`src/rtl/spi_master_sequencer.sv`:
```
// Byte-oriented SPI master (mode 0, MSB first) that frames
// multi-byte messages under one SSEL assertion.
module spi_master_sequencer #(
  parameter int CLK_DIV = 4,
  parameter int LEN_W   = 4
) (
  input  logic             clk,
  input  logic             rst,
  input  logic             start,
  input  logic [LEN_W-1:0] len,
  input  logic             abort,
  output logic             busy,
  input  logic [7:0]       tx_data,
  input  logic             tx_valid,
  output logic             tx_ready,
  output logic [7:0]       rx_data,
  output logic             rx_valid,
  output logic             done,
  output logic             SCK,
  output logic             MOSI,
  input  logic             MISO,
  output logic             SSEL
);

  typedef enum logic [2:0] {
    IDLE, SETUP, LOAD, SHIFT, HOLD
  } state_e;

  localparam logic [7:0]       DIV_LAST = 8'(CLK_DIV - 1);
  localparam logic [LEN_W-1:0] REM_ONE  = LEN_W'(1);

  state_e           state_q, state_d;
  logic [7:0]       div_q, div_d;
  logic [2:0]       bit_q, bit_d;
  logic [LEN_W-1:0] rem_q, rem_d;
  logic [7:0]       tx_sr_q, tx_sr_d;
  logic [7:0]       rx_sr_q, rx_sr_d;
  logic [7:0]       rx_data_q, rx_data_d;
  logic             rx_valid_q, rx_valid_d;
  logic             done_q, done_d;
  logic             sck_q, sck_d;
  logic             ssel_q, ssel_d;
  logic             miso_meta_q, miso_sync_q;
  logic             div_end;

  assign div_end = (div_q == DIV_LAST);

  always_comb begin
    state_d    = state_q;
    div_d      = div_q;
    bit_d      = bit_q;
    rem_d      = rem_q;
    tx_sr_d    = tx_sr_q;
    rx_sr_d    = rx_sr_q;
    rx_data_d  = rx_data_q;
    rx_valid_d = 1'b0;
    done_d     = 1'b0;
    sck_d      = sck_q;
    ssel_d     = ssel_q;
    if (abort && state_q != IDLE) begin
      // abort beats everything, including a byte completing this cycle
      state_d = IDLE;
      div_d   = '0;
      bit_d   = '0;
      rem_d   = '0;
      tx_sr_d = '0;
      sck_d   = 1'b0;
      ssel_d  = 1'b1;
    end else begin
      unique case (state_q)
        IDLE: begin
          if (start && len != '0) begin
            rem_d   = len;
            div_d   = '0;
            ssel_d  = 1'b0;
            state_d = SETUP;
          end
        end
        SETUP: begin
          if (div_end) begin
            div_d   = '0;
            state_d = LOAD;
          end else begin
            div_d = div_q + 8'd1;
          end
        end
        LOAD: begin
          if (tx_valid) begin
            tx_sr_d = tx_data;
            bit_d   = '0;
            div_d   = '0;
            state_d = SHIFT;
          end
        end
        SHIFT: begin
          if (!div_end) begin
            div_d = div_q + 8'd1;
          end else begin
            div_d = '0;
            if (!sck_q) begin
              sck_d   = 1'b1;
              rx_sr_d = {rx_sr_q[6:0], miso_sync_q};
            end else begin
              sck_d   = 1'b0;
              tx_sr_d = {tx_sr_q[6:0], 1'b0};
              bit_d   = bit_q + 3'd1;
              if (bit_q == 3'd7) begin
                rx_data_d  = rx_sr_q;
                rx_valid_d = 1'b1;
                rem_d      = rem_q - REM_ONE;
                state_d    = (rem_q == REM_ONE) ? HOLD : LOAD;
              end
            end
          end
        end
        HOLD: begin
          if (div_end) begin
            div_d   = '0;
            ssel_d  = 1'b1;
            done_d  = 1'b1;
            state_d = IDLE;
          end else begin
            div_d = div_q + 8'd1;
          end
        end
        default: state_d = IDLE;
      endcase
    end
  end

  always_ff @(posedge clk or posedge rst) begin
    if (rst) begin
      state_q     <= IDLE;
      div_q       <= '0;
      bit_q       <= '0;
      rem_q       <= '0;
      tx_sr_q     <= '0;
      rx_sr_q     <= '0;
      rx_data_q   <= '0;
      rx_valid_q  <= 1'b0;
      done_q      <= 1'b0;
      sck_q       <= 1'b0;
      ssel_q      <= 1'b1;
      miso_meta_q <= 1'b0;
      miso_sync_q <= 1'b0;
    end else begin
      state_q     <= state_d;
      div_q       <= div_d;
      bit_q       <= bit_d;
      rem_q       <= rem_d;
      tx_sr_q     <= tx_sr_d;
      rx_sr_q     <= rx_sr_d;
      rx_data_q   <= rx_data_d;
      rx_valid_q  <= rx_valid_d;
      done_q      <= done_d;
      sck_q       <= sck_d;
      ssel_q      <= ssel_d;
      miso_meta_q <= MISO;
      miso_sync_q <= miso_meta_q;
    end
  end

  // MOSI is the shift register MSB, so it is set a full half-period before each rise
  assign MOSI     = tx_sr_q[7];
  assign SCK      = sck_q;
  assign SSEL     = ssel_q;
  assign busy     = (state_q != IDLE);
  assign tx_ready = (state_q == LOAD);
  assign rx_data  = rx_data_q;
  assign rx_valid = rx_valid_q;
  assign done     = done_q;

endmodule
```
`config.mk`:
```
export PLATFORM = sky130hd
export DESIGN_NAME = spi_master_sequencer
export DESIGN_NICKNAME = d
export VERILOG_FILES = /design/src/rtl/spi_master_sequencer.sv
export SDC_FILE = /design/constraint.sdc
export NUM_CORES = 1
export LEC_CHECK = 0
export BUFFER_PORTS_ARGS = -buffer_cell sky130_fd_sc_hd__buf_2
export CORE_MARGIN = 3
export CORE_UTILIZATION = 61
export CTS_CLUSTER_DIAMETER = 200
export DETAILED_ROUTE_END_ITERATION = 8
export PLACE_DENSITY_LB_ADDON = 0.25
export SLEW_MARGIN = 20
export SYNTH_ARGS = -nofsm -noshare
export SYNTH_HDL_FRONTEND = slang
export SYNTH_SLANG_ARGS = --single-unit
export TNS_END_PERCENT = 1
```
`constraint.sdc`:
```
create_clock -name clk -period 3.4 [get_ports clk]
set_input_delay 0.34 -clock clk [delete_from_list [all_inputs] [get_ports clk]]
set_output_delay 0.34 -clock clk [all_outputs]
set_load 0.02 [all_outputs]
```
==> flow_summary.yaml, run 1 <==
status:
  status: "completed"
sta:
  hold_violations: 0
  clock_skew_ns: 0.00613
  setup_slack_ns: 1.07
  fmax_ghz: 0.429
  period_minus_slack_ns: 2.33
  tightest_slew_ns: 0.979
  final_max_slew_viol_count: 0
  setup_viol: 0
  slew_headroom: 0.346
  fin_crit_sh: 0.685
  grt_setup_unrepaired: "no"
  finalSetupTns_ns: 0
worst_setup_path:
  cp_max_fo: 14
  worstSetupEndpointType: "flop"
  reg2regPathDepth: 4
  crit_path_cell_trace: "or3b_4, a221oi_2, a41oi_1, a31oi_1"
  critPathArrivalTime_ns: 2.55
  crit_slowest_cell: "a221oi_2"
  worstPathRequired_ns: 3.62
  crit_type: "reg2reg"
  cp_slowest_stage_delay_ns: 0.73
  crit_path_start_kind: "flop"
synthesis:
  synth_flop_cell: "dfrtp_1"
  synth-async-reset-ratio: 1.00
  yosysWarnings: 0
  syn_area_um2: 2470
  netlist_instances: 210
  synth.distinct_cells: 52
  synth_seq_cells: 48
  synth-edff-count: 0
  post_synth.cell_area_avg_um2: 11.7
  ys_seq_area_frac: 0.487
  syn-num-nets: 233
clocking:
  postCtsHoldBufs: 0
  clk_pin_slew_worst_paths_ns: 0.09
  cts_root_buf: "clkbuf_8"
  post-cts-setup-buffers: 0
  cts_made_buffers: 5
  insertion_delay_ns: 0.30
  h-tree-depth: 2
  cts_resized: 0
  cts.path.max_buffers: 2
  cts_tree: "done"
  cts.sinks: 48
global_routing:
  grt-ovfl-total: 0
  track_usage: 0.222
  grt_pass1_wl_um: 8690
  antenna_found_initial: 0
  grt_max_degree: 49
  grt_pass1_vias: 1787
detailed_routing:
  drtIter0Drc: 174
  drc_errors: 0
  vias: 1848
  drt_pass1_iterations: 4
  wl_um: 4960
  postRouteAntennaNets: 0
  drt-vias-per-instance: 6.33
  wire_per_inst_um: 17.0
die:
  core-area_um2: 3770
  rows: 22
  design.die.area_um2: 4840
  initial_core_util: 0.654
  die_h_um: 69.6
  io_pins: 33
  die_width_um: 69.6
placed_design:
  dp_slack_ns: 1.18
  hpwl_um: 3340
  io_buffers: 32
  gp_congestion: 0.838
job:
  maxCapViolCount: 0
hold_path:
  min_path_cells: 1
  hold_class: "in2reg"
power_and_ir_drop:
  vdd.ir_drop.worst_mv: 0.428
  power_density_nw_per_um2: 688
  total_power_mw: 1.91
  leakagePower_nw: 1.32
cells_and_area:
  nNetsFinal: 266
  utilization: 0.736
  drive_gt1_frac: 0.344
  syn_to_final_growth_pct: 12.5
  antenna_cells: 0
  fillCellCount: 261
## area by class of cell
class | instances | area [um^2] | area share
Clock buffer | 5 | 68.8 | 0.0248
Multi-Input combinational cell | 143 | 1170 | 0.423
Clock inverter | 3 | 46.3 | 0.0167
Sequential cell | 48 | 1200 | 0.433
Tap cell | 48 | 60.1 | 0.0216
Inverter | 9 | 33.8 | 0.0122
Timing Repair Buffer | 36 | 190 | 0.0685
## registers in the layout, summed over array words and instances, names as in the netlist
| signal | cells |
|---|---|
| miso_meta_q | 1 |
| div_q | 8 |
| done | 1 |
| rem_q | 4 |
| tx_sr_q | 8 |
| miso_sync_q | 1 |
| rx_sr_q | 8 |
| bit_q | 3 |
| SSEL | 1 |
| SCK | 1 |
| rx_data | 8 |
| state_q | 3 |
| rx_valid | 1 |
## Yosys cell counts, types with 5 or more instances
cell type	instances	area (um^2)
dfrtp_1	47	1180
a32o_1	8	80.1
a31oi_1	9	56.3
nor3_1	8	40.0
nand2_1	10	37.5
inv_1	9	33.8
a21oi_1	5	25.0
o21ai_0	5	25.0
nor2_1	10	37.5
mux2_2	27	304
nand2b_1	5	31.3
ha_1	5	62.6
## worst max-delay path, delay by kind of cell (launching register included)
family / cells / cell delay, ns
and+or+nand+nor: 1 / 0.47
DFF: 1 / 0.53
AOI/OAI and AO/OA: 3 / 1.24
## final timing paths
| path | slack, ns | to | startpoint |
|---|---|---|---|
| min | 0.15 | miso_meta_q$_DFF_PP0_ | MISO |
| min in group asynchronous | 0.26 | rx_data[4]$_DFFE_PP0P_ | rst |
| max in group asynchronous | 2.53 | tx_sr_q[2]$_DFFE_PP0P_ | rst |
| max | 1.07 | div_q[7]$_DFFE_PP0P_ | state_q[1]$_DFFE_PP0P_ |
| max reg2reg | 1.07 | div_q[7]$_DFFE_PP0P_ | state_q[1]$_DFFE_PP0P_ |
| min reg2reg | 0.36 | miso_sync_q$_DFF_PP0_ | miso_meta_q$_DFF_PP0_ |
## layout by cell type, fill, tap and decap left out, types with 3 or more instances in the layout
cell / Yosys / routed
dfrtp_1: 47 / 47
ha_1: 5 / 5
nor2_1: 10 / 10
nand3_1: 4 / 4
mux2_2: 27 / 27
a21oi_1: 5 / 5
and3_1: 3 / 3
nand2_1: 10 / 10
a32o_1: 8 / 8
nand2b_1: 5 / 5
nor2b_1: 3 / 3
inv_1: 9 / 8
a31oi_1: 9 / 9
o21ai_0: 5 / 5
clkbuf_8: 0 / 5
mux2i_1: 4 / 4
buf_4: 2 / 4
buf_2: 3 / 32
nor3_1: 8 / 8
## through the flow
| stage | hold WS (ns) | area [um^2] | std cells |
|---|---|---|---|
| 4_1_cts | 0.141 | 2780 | 292 |
| 3_3_place_gp | 0.333 | 2660 | 284 |
| 2_1_floorplan | 0.331 | 2470 | 210 |
| 6_report | 0.148 | 2780 | 292 |
| 5_1_grt | 0.136 | 2780 | 292 |
| 3_5_place_dp | 0.357 | 2660 | 284 |
## where the power goes
| group | leakage [nW] | internal, mW | total (mW) | switching, mW |
|---|---|---|---|---|
| logic | 0.627 | 0.321 | 0.695 | 0.373 |
| clock network | 0.0548 | 0.222 | 0.420 | 0.199 |
| registers | 0.641 | 0.684 | 0.797 | 0.113 |
## layer usage
layer	GRT usage	up-vias	routed length (um)
li1	-	859	-
met1	0.314	920	2320
met2	0.343	59	2340
met3	0.0435	10	213
met4	0.0738	0	87
met5	0	-	0
## cells by family (layout without fill, tap and decap cells)
logic type | count (synthesis) | count (layout) | synth area share
simple gates | 58 | 58 | 0.149
flops | 48 | 48 | 0.487
compound gates | 47 | 47 | 0.155
mux | 32 | 32 | 0.144
buf+inv | 19 | 53 | 0.0365
fa+ha+maj | 5 | 5 | 0.0254
xor+xnor | 1 | 1 | 0.00355
(Power assumes the default switching activity.)
==> run 2: changes to the inputs <==
--- a/config.mk
+++ b/config.mk
@@ -5,9 +5,10 @@
 export SDC_FILE = /design/constraint.sdc
 export NUM_CORES = 1
 export LEC_CHECK = 0
+export ABC_AREA = 1
 export BUFFER_PORTS_ARGS = -buffer_cell sky130_fd_sc_hd__buf_2
 export CORE_MARGIN = 3
-export CORE_UTILIZATION = 61
+export CORE_UTILIZATION = 57
 export CTS_CLUSTER_DIAMETER = 200
 export DETAILED_ROUTE_END_ITERATION = 8
 export PLACE_DENSITY_LB_ADDON = 0.25
==> constraint.sdc (replaced) <==
create_clock -name clk -period 2.3 [get_ports clk]
set_input_delay 0.23 -clock clk [delete_from_list [all_inputs] [get_ports clk]]
set_output_delay 0.23 -clock clk [all_outputs]
set_load 0.02 [all_outputs]
==> flow_summary.yaml, run 2 <==
global_routing:
  grt_pass1_vias: 1848
  track_usage: 0.194
  grt_max_degree: 49
  grt-ovfl-total: 0
  antenna_found_initial: 0
  grt_pass1_wl_um: 7890
worst_setup_path:
  critPathArrivalTime_ns: 2.01
  reg2reg_to: "rem_q[0]$_DFFE_PP0P_"
  reg2regPathDepth: 10
  worstSetupEndpointType: "flop"
  r2r_start: "div_q[0]$_DFFE_PP0P_"
  crit_path_start_kind: "flop"
  cp_max_fo: 6
  worstPathRequired_ns: 2.50
  reg2reg_slack_ns: 0.49
  crit_type: "reg2reg"
power_and_ir_drop:
  seq_power_share: 0.387
  clkPwrFrac: 0.251
  leakagePower_nw: 1.49
  internal-power_mw: 1.79
  comb_power_share: 0.362
  switchingPower_mw: 1.13
  switching_share: 0.388
  power_density_nw_per_um2: 1040
  vdd.ir_drop.worst_mv: 0.683
sta:
  setup_slack_ns: 0.489
  final_max_slew_viol_count: 0
  period_minus_slack_ns: 1.81
  slew_headroom: 0.529
  finalSetupTns_ns: 0
  fin_crit_sh: 0.788
  tightest_slew_ns: 0.704
  fmax_ghz: 0.552
  grt_setup_unrepaired: "no"
  clock_skew_ns: 0.00977
  hold_violations: 0
  setup_viol: 0
placed_design:
  hpwl_um: 3320
  gp_congestion: 0.876
  io_buffers: 32
  dp_slack_ns: 0.542
die:
  design.die.area_um2: 5150
  rows: 23
  initial_core_util: 0.603
  io_pins: 33
  die_width_um: 71.7
  die_h_um: 71.7
  core-area_um2: 4090
synthesis:
  synth_area_leader_cell: "dfrtp_1"
  synth_top_area_frac: 0.477
  yosys-top-cells-area: "dfrtp_1, nand2_1, inv_1, nand3_1, o21ai_1"
  yosysMostFrequentCell: "nand2_1"
  synth_seq_cells: 48
  synth_flop_cell: "dfrtp_1"
  post_synth.cell_area_avg_um2: 8.44
  synth-async-reset-ratio: 1.00
  synth_commonest_cells: "nand2_1, dfrtp_1, inv_1, nand3_1, o21ai_1"
  synth.distinct_cells: 30
  yosysWarnings: 0
  synth-edff-count: 0
  syn-num-nets: 315
  netlist_instances: 292
  ys_seq_area_frac: 0.488
  syn_area_um2: 2460
clocking:
  cts.path.max_buffers: 2
  cts_made_buffers: 5
  post-cts-setup-buffers: 0
  cts.sinks: 48
  h-tree-depth: 2
  clk_pin_slew_worst_paths_ns: 0.10
  insertion_delay_ns: 0.31
  cts_resized: 0
  cts_root_buf: "clkbuf_8"
  cts_tree: "done"
job:
  maxCapViolCount: 0
cells_and_area:
  drive_gt1_frac: 0.210
  final_common_cell: "nand2_1"
  nNetsFinal: 350
  syn_to_final_growth_pct: 14.0
  antenna_cells: 0
  layout_common_cells: "nand2_1, dfrtp_1, inv_1"
detailed_routing:
  postRouteAntennaNets: 0
  drtIter0Drc: 112
  drc_errors: 0
  drt-vias-per-instance: 5.27
  wire_per_inst_um: 12.2
  vias: 1992
  wl_um: 4610
  drt_pass1_iterations: 5
hold_path:
  min-delay-start: "MISO"
  min_path_cells: 1
  min_to: "miso_meta_q$_DFF_PP0_"
  hold_class: "in2reg"
status:
  status: "completed"
-- run 2: final cells by class --
cell class              instances  area (um^2)
fillers                       341         1280
flip-flops and latches         48         1200
multi-input cells             196         1060
repair buffers                 34          190
inverters                      42          158
clock buffers                   5         68.8
clock inverters                 3         68.8
well taps                      50         62.6
-- run 2: power groups by stage --
stage / sequential (mW) / clock [mW] / combinational, mW
after floorplan: 1.14 / 0 / 0.883
final: 1.13 / 0.734 / 1.06
after global routing: 1.15 / 0.781 / 1.20
after detailed placement: 1.15 / 0 / 1.05
after global placement: 1.14 / 0 / 1.04
after CTS: 1.13 / 0.750 / 1.07
-- run 2: worst max-delay path, stage by stage, from the launching register on --
cell     delay (ns)
dfrtp_1        0.43
ha_1           0.24
nand2_1        0.07
nor2_1         0.10
nand2_1        0.15
nand2_2        0.14
inv_1          0.06
nor2_2         0.22
nand2_1        0.15
nand2_1        0.08
nand2_1        0.05
-- run 2: stage by stage --
step / area, um^2 / cells / total power [mW] / utilization / hold slack [ns]
finish: 2810 / 378 / 2.92 / 0.687 / 0.0285
global route: 2810 / 378 / 3.14 / 0.687 / 0.00768
CTS: 2810 / 378 / 2.94 / 0.687 / 0.0185
detailed placement: 2660 / 369 / 2.20 / 0.651 / 0.289
global placement: 2660 / 369 / 2.18 / 0.651 / 0.285
floorplan: 2460 / 292 / 2.02 / - / 0.261
-- run 2: worst max-delay path by stage --
stage                     cells past startpoint                 start  slack, ns                    to
after floorplan                              10  div_q[0]$_DFFE_PP0P_       0.75  rem_q[3]$_DFFE_PP0P_
after global placement                       10  div_q[0]$_DFFE_PP0P_       0.62  rem_q[3]$_DFFE_PP0P_
after detailed placement                     10  div_q[0]$_DFFE_PP0P_       0.54  rem_q[0]$_DFFE_PP0P_
after CTS                                    10  div_q[0]$_DFFE_PP0P_       0.51  rem_q[0]$_DFFE_PP0P_
after global routing                         10  div_q[0]$_DFFE_PP0P_       0.30  rem_q[0]$_DFFE_PP0P_
final                                        10  div_q[0]$_DFFE_PP0P_       0.49  rem_q[0]$_DFFE_PP0P_
-- run 2: timing repair --
| action | CTS | global route |
|---|---|---|
| hold buffers | 1 | 0 |
| endpoints found under the setup margin | 0 | 0 |
| hold endpoints to repair | 47 | 0 |
-- run 2: cells by family after synthesis --
logic type,share of synthesized area
adder cells (fa/ha/maj),0.0254
XOR/XNOR,0.00711
AO/OA/AOI/OAI,0.128
flip-flops,0.488
buffers and inverters,0.0828
AND/OR/NAND/NOR,0.268
-- run 2: routing by layer --
metal,GRT usage,part of all wire
met4,0.0564,0.0098
met5,0,0
met2,0.332,0.50
met1,0.242,0.46
met3,0.0491,0.035
